### src/rtl/cfg_loader_if.sv
`default_nettype none
// ============================================================================
//  Module   : cfg_loader_if
//  Brief    : Byte-wide valid/ready configuration stream between the
//             bitstream source (master) and the configuration loader (slave).
//  Revision : 1.0 - initial release
// ============================================================================
interface cfg_loader_if;
  logic [7:0] s_data_i;
  logic       s_valid_i;
  logic       s_ready_o;

  // Bitstream source side
  modport master (
    output s_data_i,
    output s_valid_i,
    input  s_ready_o
  );

  // Loader side
  modport slave (
    input  s_data_i,
    input  s_valid_i,
    output s_ready_o
  );
endinterface
`default_nettype wire

### src/rtl/cfg_loader.sv
`default_nettype none
// ============================================================================
//  Module   : cfg_loader
//  Brief    : Configuration controller for an array of N_CLB CLBs. Assembles
//             23-bit words from byte triplets, writes each word to the next
//             CLB with a one-hot single-cycle strobe, then verifies a trailing
//             XOR checksum byte.
//  Revision : 1.0 - initial release
// ============================================================================
module cfg_loader #(
  parameter int N_CLB = 4,
  parameter int CFG_W = 23   // word is carried in 3 bytes; MSB of byte 0 dropped
) (
  input  wire logic               clk_i,
  input  wire logic               rst_ni,
  input  wire logic               start_i,
  input  wire logic               abort_i,
  cfg_loader_if.slave             s_if,
  output logic [CFG_W-1:0]        cfg_bits_o,
  output logic [N_CLB-1:0]        cfg_wr_en_o,
  output logic                    busy_o,
  output logic                    done_o,
  output logic                    err_o
);

  localparam int                 c_IDX_W    = (N_CLB > 1) ? $clog2(N_CLB) : 1;
  localparam logic [c_IDX_W-1:0] c_LAST_IDX = c_IDX_W'(N_CLB - 1);
  localparam logic [1:0]         c_LAST_BYTE = 2'd2;

  typedef enum logic [2:0] {
    S_IDLE  = 3'd0,
    S_RECV  = 3'd1,
    S_WRITE = 3'd2,
    S_CHECK = 3'd3,
    S_DONE  = 3'd4,
    S_ERR   = 3'd5
  } state_t;

  state_t               r_state;
  state_t               w_state_nxt;

  logic [1:0]           r_byte_cnt;
  logic [c_IDX_W-1:0]   r_clb_idx;
  // Only the last two bytes are kept; bit 7 of the first byte of a word
  // falls off the top because it never reaches the 23-bit word.
  logic [14:0]          r_asm;
  logic [7:0]           r_xor;
  logic [CFG_W-1:0]     r_cfg_bits;

  logic                 w_ready;
  logic                 w_xfer;
  logic                 w_start;
  logic                 w_last_clb;

  // Ready depends on state only, keeping the handshake free of comb loops.
  assign w_ready    = (r_state == S_RECV) || (r_state == S_CHECK);
  assign w_xfer     = s_if.s_valid_i && w_ready;
  assign w_last_clb = (r_clb_idx == c_LAST_IDX);

  assign s_if.s_ready_o = w_ready;
  assign cfg_bits_o     = r_cfg_bits;

  // State register
  always_ff @(posedge clk_i or negedge rst_ni) begin
    if (!rst_ni) begin
      r_state <= S_IDLE;
    end else begin
      r_state <= w_state_nxt;
    end
  end

  // Next-state and status decode; abort outranks any same-cycle transfer
  always_comb begin
    w_state_nxt = r_state;
    w_start     = 1'b0;
    busy_o      = 1'b0;
    done_o      = 1'b0;
    err_o       = 1'b0;
    case (r_state)
      S_IDLE, S_DONE, S_ERR: begin
        done_o = (r_state == S_DONE);
        err_o  = (r_state == S_ERR);
        if (start_i) begin
          w_state_nxt = S_RECV;
          w_start     = 1'b1;
        end
      end
      S_RECV: begin
        busy_o = 1'b1;
        if (abort_i) begin
          w_state_nxt = S_IDLE;
        end else if (w_xfer && (r_byte_cnt == c_LAST_BYTE)) begin
          w_state_nxt = S_WRITE;
        end
      end
      S_WRITE: begin
        busy_o = 1'b1;
        if (abort_i) begin
          w_state_nxt = S_IDLE;
        end else if (w_last_clb) begin
          w_state_nxt = S_CHECK;
        end else begin
          w_state_nxt = S_RECV;
        end
      end
      S_CHECK: begin
        busy_o = 1'b1;
        if (abort_i) begin
          w_state_nxt = S_IDLE;
        end else if (w_xfer) begin
          w_state_nxt = (s_if.s_data_i == r_xor) ? S_DONE : S_ERR;
        end
      end
      default: begin
        w_state_nxt = S_IDLE;
      end
    endcase
  end

  // Word assembly, checksum accumulation and CLB index tracking
  always_ff @(posedge clk_i or negedge rst_ni) begin
    if (!rst_ni) begin
      r_byte_cnt <= 2'd0;
      r_clb_idx  <= '0;
      r_asm      <= '0;
      r_xor      <= 8'd0;
      r_cfg_bits <= '0;
    end else if (w_start) begin
      r_byte_cnt <= 2'd0;
      r_clb_idx  <= '0;
      r_xor      <= 8'd0;
    end else if ((r_state == S_RECV) && w_xfer && !abort_i) begin
      r_asm <= {r_asm[6:0], s_if.s_data_i};
      r_xor <= r_xor ^ s_if.s_data_i;
      if (r_byte_cnt == c_LAST_BYTE) begin
        r_byte_cnt <= 2'd0;
        r_cfg_bits <= CFG_W'({r_asm, s_if.s_data_i});
      end else begin
        r_byte_cnt <= r_byte_cnt + 2'd1;
      end
    end else if ((r_state == S_WRITE) && !abort_i && !w_last_clb) begin
      r_clb_idx <= r_clb_idx + c_IDX_W'(1);
    end
  end

  // One-hot write strobe, only ever active in WRITE
  for (genvar k = 0; k < N_CLB; k++) begin : g_wr_en
    assign cfg_wr_en_o[k] = (r_state == S_WRITE) && (r_clb_idx == c_IDX_W'(k));
  end

endmodule
`default_nettype wire
### src/flat_wrapper.sv
// flat-port wrapper written by rule: the top's interface ports become plain ports
module cfg_loader_flat 
#(
  parameter int N_CLB = 4,
  parameter int CFG_W = 23                                                       
)
  (clk_i, rst_ni, start_i, abort_i, cfg_bits_o, cfg_wr_en_o, busy_o, done_o, err_o, s_if_s_data_i, s_if_s_valid_i, s_if_s_ready_o);
  cfg_loader_if s_if_i ();
  input  wire logic clk_i;
  input  wire logic rst_ni;
  input  wire logic start_i;
  input  wire logic abort_i;
  output logic [CFG_W-1:0] cfg_bits_o;
  output logic [N_CLB-1:0] cfg_wr_en_o;
  output logic busy_o;
  output logic done_o;
  output logic err_o;
  input wire logic [$bits(s_if_i.s_data_i)-1:0] s_if_s_data_i;
  input wire logic [$bits(s_if_i.s_valid_i)-1:0] s_if_s_valid_i;
  output wire logic [$bits(s_if_i.s_ready_o)-1:0] s_if_s_ready_o;
  assign s_if_i.s_data_i = s_if_s_data_i;
  assign s_if_i.s_valid_i = s_if_s_valid_i;
  assign s_if_s_ready_o = s_if_i.s_ready_o;
  cfg_loader #(.N_CLB(N_CLB), .CFG_W(CFG_W)) u_core (.clk_i(clk_i), .rst_ni(rst_ni), .start_i(start_i), .abort_i(abort_i), .s_if(s_if_i), .cfg_bits_o(cfg_bits_o), .cfg_wr_en_o(cfg_wr_en_o), .busy_o(busy_o), .done_o(done_o), .err_o(err_o));
endmodule
### config.mk
export PLATFORM = sky130hd
export DESIGN_NAME = cfg_loader_flat
export DESIGN_NICKNAME = d
export VERILOG_FILES = /design/src/rtl/cfg_loader_if.sv /design/src/rtl/cfg_loader.sv /design/src/flat_wrapper.sv
export SDC_FILE = /design/constraint.sdc
export NUM_CORES = 1
export LEC_CHECK = 0
export CORE_ASPECT_RATIO = 1.75
export CORE_MARGIN = 1
export CORE_UTILIZATION = 50
export DETAILED_ROUTE_END_ITERATION = 8
export MAX_ROUTING_LAYER = met4
export PLACE_DENSITY = 0.77
export SLEW_MARGIN = 20
export SYNTH_ARGS = -nofsm -noshare
export SYNTH_HDL_FRONTEND = slang
export SYNTH_SLANG_ARGS = --single-unit
### constraint.sdc
create_clock -name clk_i -period 2.4 [get_ports clk_i]
set_clock_uncertainty 0.05 [all_clocks]
set_input_delay 0.36 -clock clk_i [delete_from_list [all_inputs] [get_ports clk_i]]
set_output_delay 0.36 -clock clk_i [all_outputs]
set_load 0.02 [all_outputs]
==> impl_metrics.env, run 1 <==
export IMPL_status="finished clean"
export IMPL_synth_warnings=0
export IMPL_seqCellArea_mm2=0.00133
export IMPL_syn_inst=217
export IMPL_drc=0
export IMPL_relSlewSlack=0.660
export IMPL_die_h_um=94.6
export IMPL_nets=283
export IMPL_htree_levels=2
export IMPL_grt_pass1_wl_um=7350
export IMPL_worstSetupPathType="reg -> out"
export IMPL_antenna_found_initial=0
export IMPL_ys_seq_elements=53
export IMPL_worstSetupStartpointType="register"
export IMPL_period_needed_ps=2280
export IMPL_hpwlAfterDp_um=3100
export IMPL_setup_viol=0
export IMPL_final_cell_mix="dfrtp_1 (51), nand2_1 (49), clkdlybuf4s50_1 (42)"
export IMPL_synth_fp_nets=234
export IMPL_cts_made_buffers=5
export IMPL_final_core_util=0.647
export IMPL_place_ws_ps=123
export IMPL_maxSlewViolCount=0
export IMPL_cts_setup_buffers=0
export IMPL_worstSetupEndpoint="cfg_wr_en_o[0]"
export IMPL_synthArstFlopShare=1.00
export IMPL_ant_nets=0
export IMPL_critPathMaxStageDelay_ps=600
export IMPL_portBuffers=43
export IMPL_vias_per_cell=5.33
export IMPL_ir_drop_v=0.000731
export IMPL_timing_rr_end="u_core.r_xor[3]"
export IMPL_clk_pin_slew_ps=90
export IMPL_layout_cells_most_common="dfrtp_1"
export IMPL_hold_violations=0
export IMPL_placement_rows=33
export IMPL_antenna_cells=0
export IMPL_crit_path_end_kind="output pin"
export IMPL_synth_edf_count=0
export IMPL_cellPowerDensity_mw_per_mm2=1070
export IMPL_tightest_slew_ps=510
export IMPL_clock_sinks=53
export IMPL_syn_area_mm2=0.00245
export IMPL_fin_ws_ps=122
export IMPL_start_util=0.521
export IMPL_synth_flop_cell="dfrtp_1"
export IMPL_setup_tns_ps=0
export IMPL_core_mm2=0.00471
export IMPL_gp_congestion=0.779
export IMPL_syn_avg_cell_area_um2=11.3
export IMPL_vias=1699
export IMPL_first_global_vias=1589
export IMPL_synth_seq_area_share=0.541
export IMPL_clockBufferDepth=2
export IMPL_fill_cells=388
export IMPL_reg2regPathDepth=5
export IMPL_dr_first_iter_drc_count=37
export IMPL_finalInstanceArea_mm2=0.00305
export IMPL_clk_latency_ps=300
export IMPL_critical_path_cell_chain="nor3b_1 > buf_4 > and2_1 > clkdlybuf4s50_1"
export IMPL_wl_per_cell_um=13.7
export IMPL_cp_startpoint="u_core.r_state[0]"
export IMPL_power_leakage_uw=0.00147
export IMPL_grt_setup_unrepaired="no"
export IMPL_worstPathArrival_ps=1870
export IMPL_ioPinCount=44
export IMPL_die_area_mm2=0.00520
export IMPL_grt_ovfl_total=0
export IMPL_cts_tree="yes"
export IMPL_multi_input_area_mm2=0.00105
export IMPL_cap_viol_max_count=0
export IMPL_crit_path_top_delay_cell="clkdlybuf4s50_1"
export IMPL_timing_rr_start="u_core.r_state[2]"
export IMPL_dpl_instance_area_mm2=0.00295
export IMPL_fmax_mhz=439
export IMPL_drtPass1Iterations=4
export IMPL_root_buffer="clkbuf_8"
export IMPL_synthDistinctLibCells=32
export IMPL_grt_max_degree=33
export IMPL_grt_use_total=0.199
export IMPL_reg2reg_setup_slack_ps=410
export IMPL_finalPower_uw=3260
export IMPL_syn2layout_area_growth_pct=24.3
export IMPL_fin_crit_sh=0.949
export IMPL_drive_gt1_frac=0.165
export IMPL_min_path_type="reg -> reg"
export IMPL_die_x_um=54.9
export IMPL_drt_wl_total_um=4370
export IMPL_required_ps=1990
export IMPL_cp_max_fo=8
[layout make-up]
| cell class | count | area share |
|---|---|---|
| timing repair buffer | 51 | 0.164 |
| sequential | 53 | 0.436 |
| inverter | 4 | 0.00493 |
| clock inverter | 2 | 0.00493 |
| multi-input combinational | 151 | 0.345 |
| tap | 52 | 0.0214 |
| clock buffer | 6 | 0.0238 |
[logic make-up (layout without fill, tap and decap cells)]
kind of cell	Yosys count	count (layout)	synth area share
simple gates	86	86	0.167
flops	53	53	0.541
compound gates	28	28	0.0679
mux	24	24	0.141
buf+inv	13	63	0.0306
xor+xnor	9	9	0.0322
fa+ha+maj	4	4	0.0204
[critical path: cells and delay by family (launching register included)]
family | cells | cell delay (ps)
buffers and inverters | 2 | 770
DFF | 1 | 460
and+or+nand+nor | 2 | 340
[stage by stage]
| stage | instances | hold slack, ps |
|---|---|---|
| 5_1_grt | 319 | 475 |
| 3_5_place_dp | 310 | 308 |
| 3_3_place_gp | 310 | 304 |
| 6_report | 319 | 438 |
| 4_1_cts | 319 | 442 |
| 2_1_floorplan | 217 | 14.4 |
[timing repair]
| item | in CTS | in global routing |
|---|---|---|
| hold endpoints to repair | 21 | 0 |
| hold buffers | 1 | 0 |
| endpoints found under the setup margin | 0 | 4 |
| resized for setup | 0 | 2 |
[layer usage]
metal	GRT usage	share of wire	wire, um
met5	-	0	0
met4	0.0667	0.015	65
met3	0.0370	0.033	143
met2	0.309	0.50	2190
met1	0.257	0.45	1970
[registers in the layout, indices dropped and copies added, names as in the netlist]
name,cells
u_core.cfg_bits_o,23
u_core.r_asm,15
u_core.r_byte_cnt,2
u_core.r_clb_idx,2
u_core.r_state,3
u_core.r_xor,8
[Yosys cell counts (2+ instances only)]
cell type / instances / area share
nand2_1: 49 / 0.075
buf_6: 3 / 0.014
nand3_1: 3 / 0.0061
a21oi_1: 3 / 0.0061
nor3b_1: 4 / 0.012
nor2b_1: 2 / 0.0051
buf_2: 3 / 0.0061
nor2_1: 5 / 0.0077
clkbuf_1: 3 / 0.0046
ha_1: 4 / 0.020
o21ai_0: 17 / 0.035
nor3_1: 13 / 0.027
inv_1: 4 / 0.0061
mux2_4: 20 / 0.12
and2_1: 4 / 0.010
mux2_2: 4 / 0.018
xnor2_1: 9 / 0.032
dfrtp_1: 53 / 0.54
[power breakdown]
group          internal, uW  leakage (uW)  switching [uW]
sequential             1230      0.000707             234
clock                   206     0.0000374             282
combinational           677      0.000726             626
total                  2120       0.00147            1140
[how the worst min path moves through the flow]
stage | from | end | slack [ps] | depth (start not counted)
after floorplan | rst_ni | u_core.cfg_bits_o[0] | 10 | 0
after global placement | rst_ni | u_core.cfg_bits_o[16] | 300 | 1
after detailed placement | rst_ni | u_core.cfg_bits_o[11] | 310 | 1
after CTS | u_core.r_asm[10] | u_core.r_asm[10] | 440 | 2
after global routing | u_core.r_asm[1] | u_core.r_asm[1] | 480 | 2
final | u_core.r_asm[10] | u_core.r_asm[10] | 440 | 2
Power figures use the tool's default switching activity.
==> inputs of run 2 (changes only) <==
--- a/config.mk
+++ b/config.mk
@@ -5,6 +5,7 @@
 export SDC_FILE = /design/constraint.sdc
 export NUM_CORES = 1
 export LEC_CHECK = 0
+export CAP_MARGIN = 10
 export CORE_ASPECT_RATIO = 1.75
 export CORE_MARGIN = 1
 export CORE_UTILIZATION = 50
==> results of run 2 <==
Final layout, timing and power as in run 1 (identical DEF).
==> inputs of run 3 (changes only) <==
--- a/config.mk
+++ b/config.mk
@@ -10,9 +10,11 @@
 export CORE_MARGIN = 1
 export CORE_UTILIZATION = 50
 export DETAILED_ROUTE_END_ITERATION = 8
+export GPL_TIMING_DRIVEN = 0
 export MAX_ROUTING_LAYER = met4
 export PLACE_DENSITY = 0.77
 export SLEW_MARGIN = 20
 export SYNTH_ARGS = -nofsm -noshare
 export SYNTH_HDL_FRONTEND = slang
 export SYNTH_SLANG_ARGS = --single-unit
+export TNS_END_PERCENT = 30
==> impl_metrics.env, run 3 (same netlist as run 1, synthesis figures left out) <==
export IMPL_antenna_found_initial=0
export IMPL_worstPathArrival_ps=1870
export IMPL_grt_pass1_wl_um=7560
export IMPL_drtPass1Iterations=4
export IMPL_crit_path_end_kind="output pin"
export IMPL_dr_first_iter_drc_count=28
export IMPL_ioPinCount=44
export IMPL_fin_crit_sh=0.948
export IMPL_fill_cells=388
export IMPL_nets=285
export IMPL_first_global_vias=1657
export IMPL_tightest_slew_ps=643
export IMPL_cts_made_buffers=5
export IMPL_maxSlewViolCount=0
export IMPL_place_ws_ps=21.3
export IMPL_portBuffers=43
export IMPL_fmax_mhz=439
export IMPL_hpwlAfterDp_um=3320
export IMPL_setup_viol=0
export IMPL_multi_input_area_mm2=0.00106
export IMPL_hold_buffers=0
export IMPL_vias_per_cell=5.31
export IMPL_cap_viol_max_count=0
export IMPL_worstSetupPathType="reg -> out"
export IMPL_drive_gt1_frac=0.160
export IMPL_cts_tree="yes"
export IMPL_ant_nets=0
export IMPL_grt_max_degree=54
export IMPL_final_core_util=0.648
export IMPL_core_mm2=0.00471
export IMPL_die_area_mm2=0.00520
export IMPL_grt_setup_unrepaired="no"
export IMPL_power_leakage_uw=0.00147
export IMPL_layout_cells_most_common="dfrtp_1"
export IMPL_htree_levels=2
export IMPL_placement_rows=33
export IMPL_drt_wl_total_um=4480
export IMPL_crit_path_top_delay_cell="clkdlybuf4s50_1"
export IMPL_period_needed_ps=2280
export IMPL_grt_ovfl_total=0
export IMPL_clk_pin_slew_ps=90
export IMPL_cp_num_buf_inv=2
export IMPL_hold_violations=0
export IMPL_drc=0
export IMPL_start_util=0.521
export IMPL_root_buffer="clkbuf_8"
export IMPL_ir_drop_v=0.000769
export IMPL_critical_path_cell_chain="buf_2 > nor3b_4 > and2_1 > clkdlybuf4s50_1"
export IMPL_status="finished clean"
export IMPL_wl_per_cell_um=14.0
export IMPL_place_inst=312
export IMPL_clk_latency_ps=300
export IMPL_relSlewSlack=0.572
export IMPL_vias=1703
export IMPL_antenna_cells=0
export IMPL_die_x_um=54.9
export IMPL_die_h_um=94.6
export IMPL_cpLargestDelayFamily="buffers and inverters"
export IMPL_clockBufferDepth=2
export IMPL_worstSetupStartpointType="register"
export IMPL_min_path_type="in -> async"
export IMPL_setup_tns_ps=0
export IMPL_fin_ws_ps=124
export IMPL_final_cells=321
export IMPL_syn2layout_area_growth_pct=24.5
export IMPL_grt_use_total=0.206
export IMPL_cellPowerDensity_mw_per_mm2=1070
export IMPL_cp_max_fo=10
export IMPL_critPathMaxStageDelay_ps=600
export IMPL_largest_reg_flops=23
export IMPL_final_cell_mix="dfrtp_1 (53), nand2_1 (49), clkdlybuf4s50_1 (42)"
export IMPL_required_ps=1990
export IMPL_gp_congestion=0.772
export IMPL_seqCellArea_mm2=0.00133
export IMPL_clock_sinks=53
==> run 3: changes by cell type in the layout (fill, tap and decap cells not counted), sizes merged <==
cell / change
clkbuf: +3
dlygate4sd3: -1
==> run 3: path summary, 6_finish.rpt <==
check | startpoint | to | slack, ps | cells past startpoint
setup / recovery | u_core.r_state[2] | cfg_wr_en_o[0] | 120 | 4
hold / removal | rst_ni | u_core.cfg_bits_o[13] | 20 | 1
setup reg to reg | u_core.r_state[2] | u_core.cfg_bits_o[2] | 350 | 7
hold reg to reg | u_core.r_asm[13] | u_core.r_asm[13] | 430 | 2
max in group asynchronous | rst_ni | u_core.r_xor[7] | 1850 | 1
min in group clk_i | u_core.r_asm[13] | u_core.r_asm[13] | 430 | 2
==> run 3: power by group <==
group | internal, uW | switching [uW] | total [uW] | leakage (uW)
Combinational | 676 | 617 | 1290 | 0.000725
Clock | 206 | 284 | 489 | 0.0000374
Sequential | 1230 | 238 | 1470 | 0.000710
Total | 2110 | 1140 | 3250 | 0.00147
==> run 3: area by class of cell <==
| type | count | area share |
|---|---|---|
| well taps | 52 | 0.0213 |
| plain buffers | 9 | 0.0197 |
| clock inverters | 2 | 0.00492 |
| clock buffers | 6 | 0.0238 |
| multi-input cells | 151 | 0.348 |
| flip-flops and latches | 53 | 0.435 |
| inverters | 4 | 0.00492 |
| repair buffers | 44 | 0.143 |
==> run 3: metrics by stage <==
step	area, um2	total power (uW)	hold slack [ps]
finish	3050	3250	20.7
global route	3050	3480	72.8
CTS	3040	3270	47.2
detailed placement	2940	2780	381
global placement	2950	2740	409
floorplan	2450	2260	14.4
==> run 3: routing by layer <==
layer | track usage | up-vias | routed length, um
li1 | - | 837 | -
met1 | 0.229 | 821 | 1850
met2 | 0.344 | 37 | 2390
met3 | 0.0467 | 8 | 144
met4 | 0.0813 | 0 | 100
met5 | - | - | 0
==> run 3: timing repair <==
item / CTS / global route
resized for setup: 1 / 1
buffers inserted: 0 / 1
pin swaps: 0 / 1
setup endpoints to repair: 4 / 4
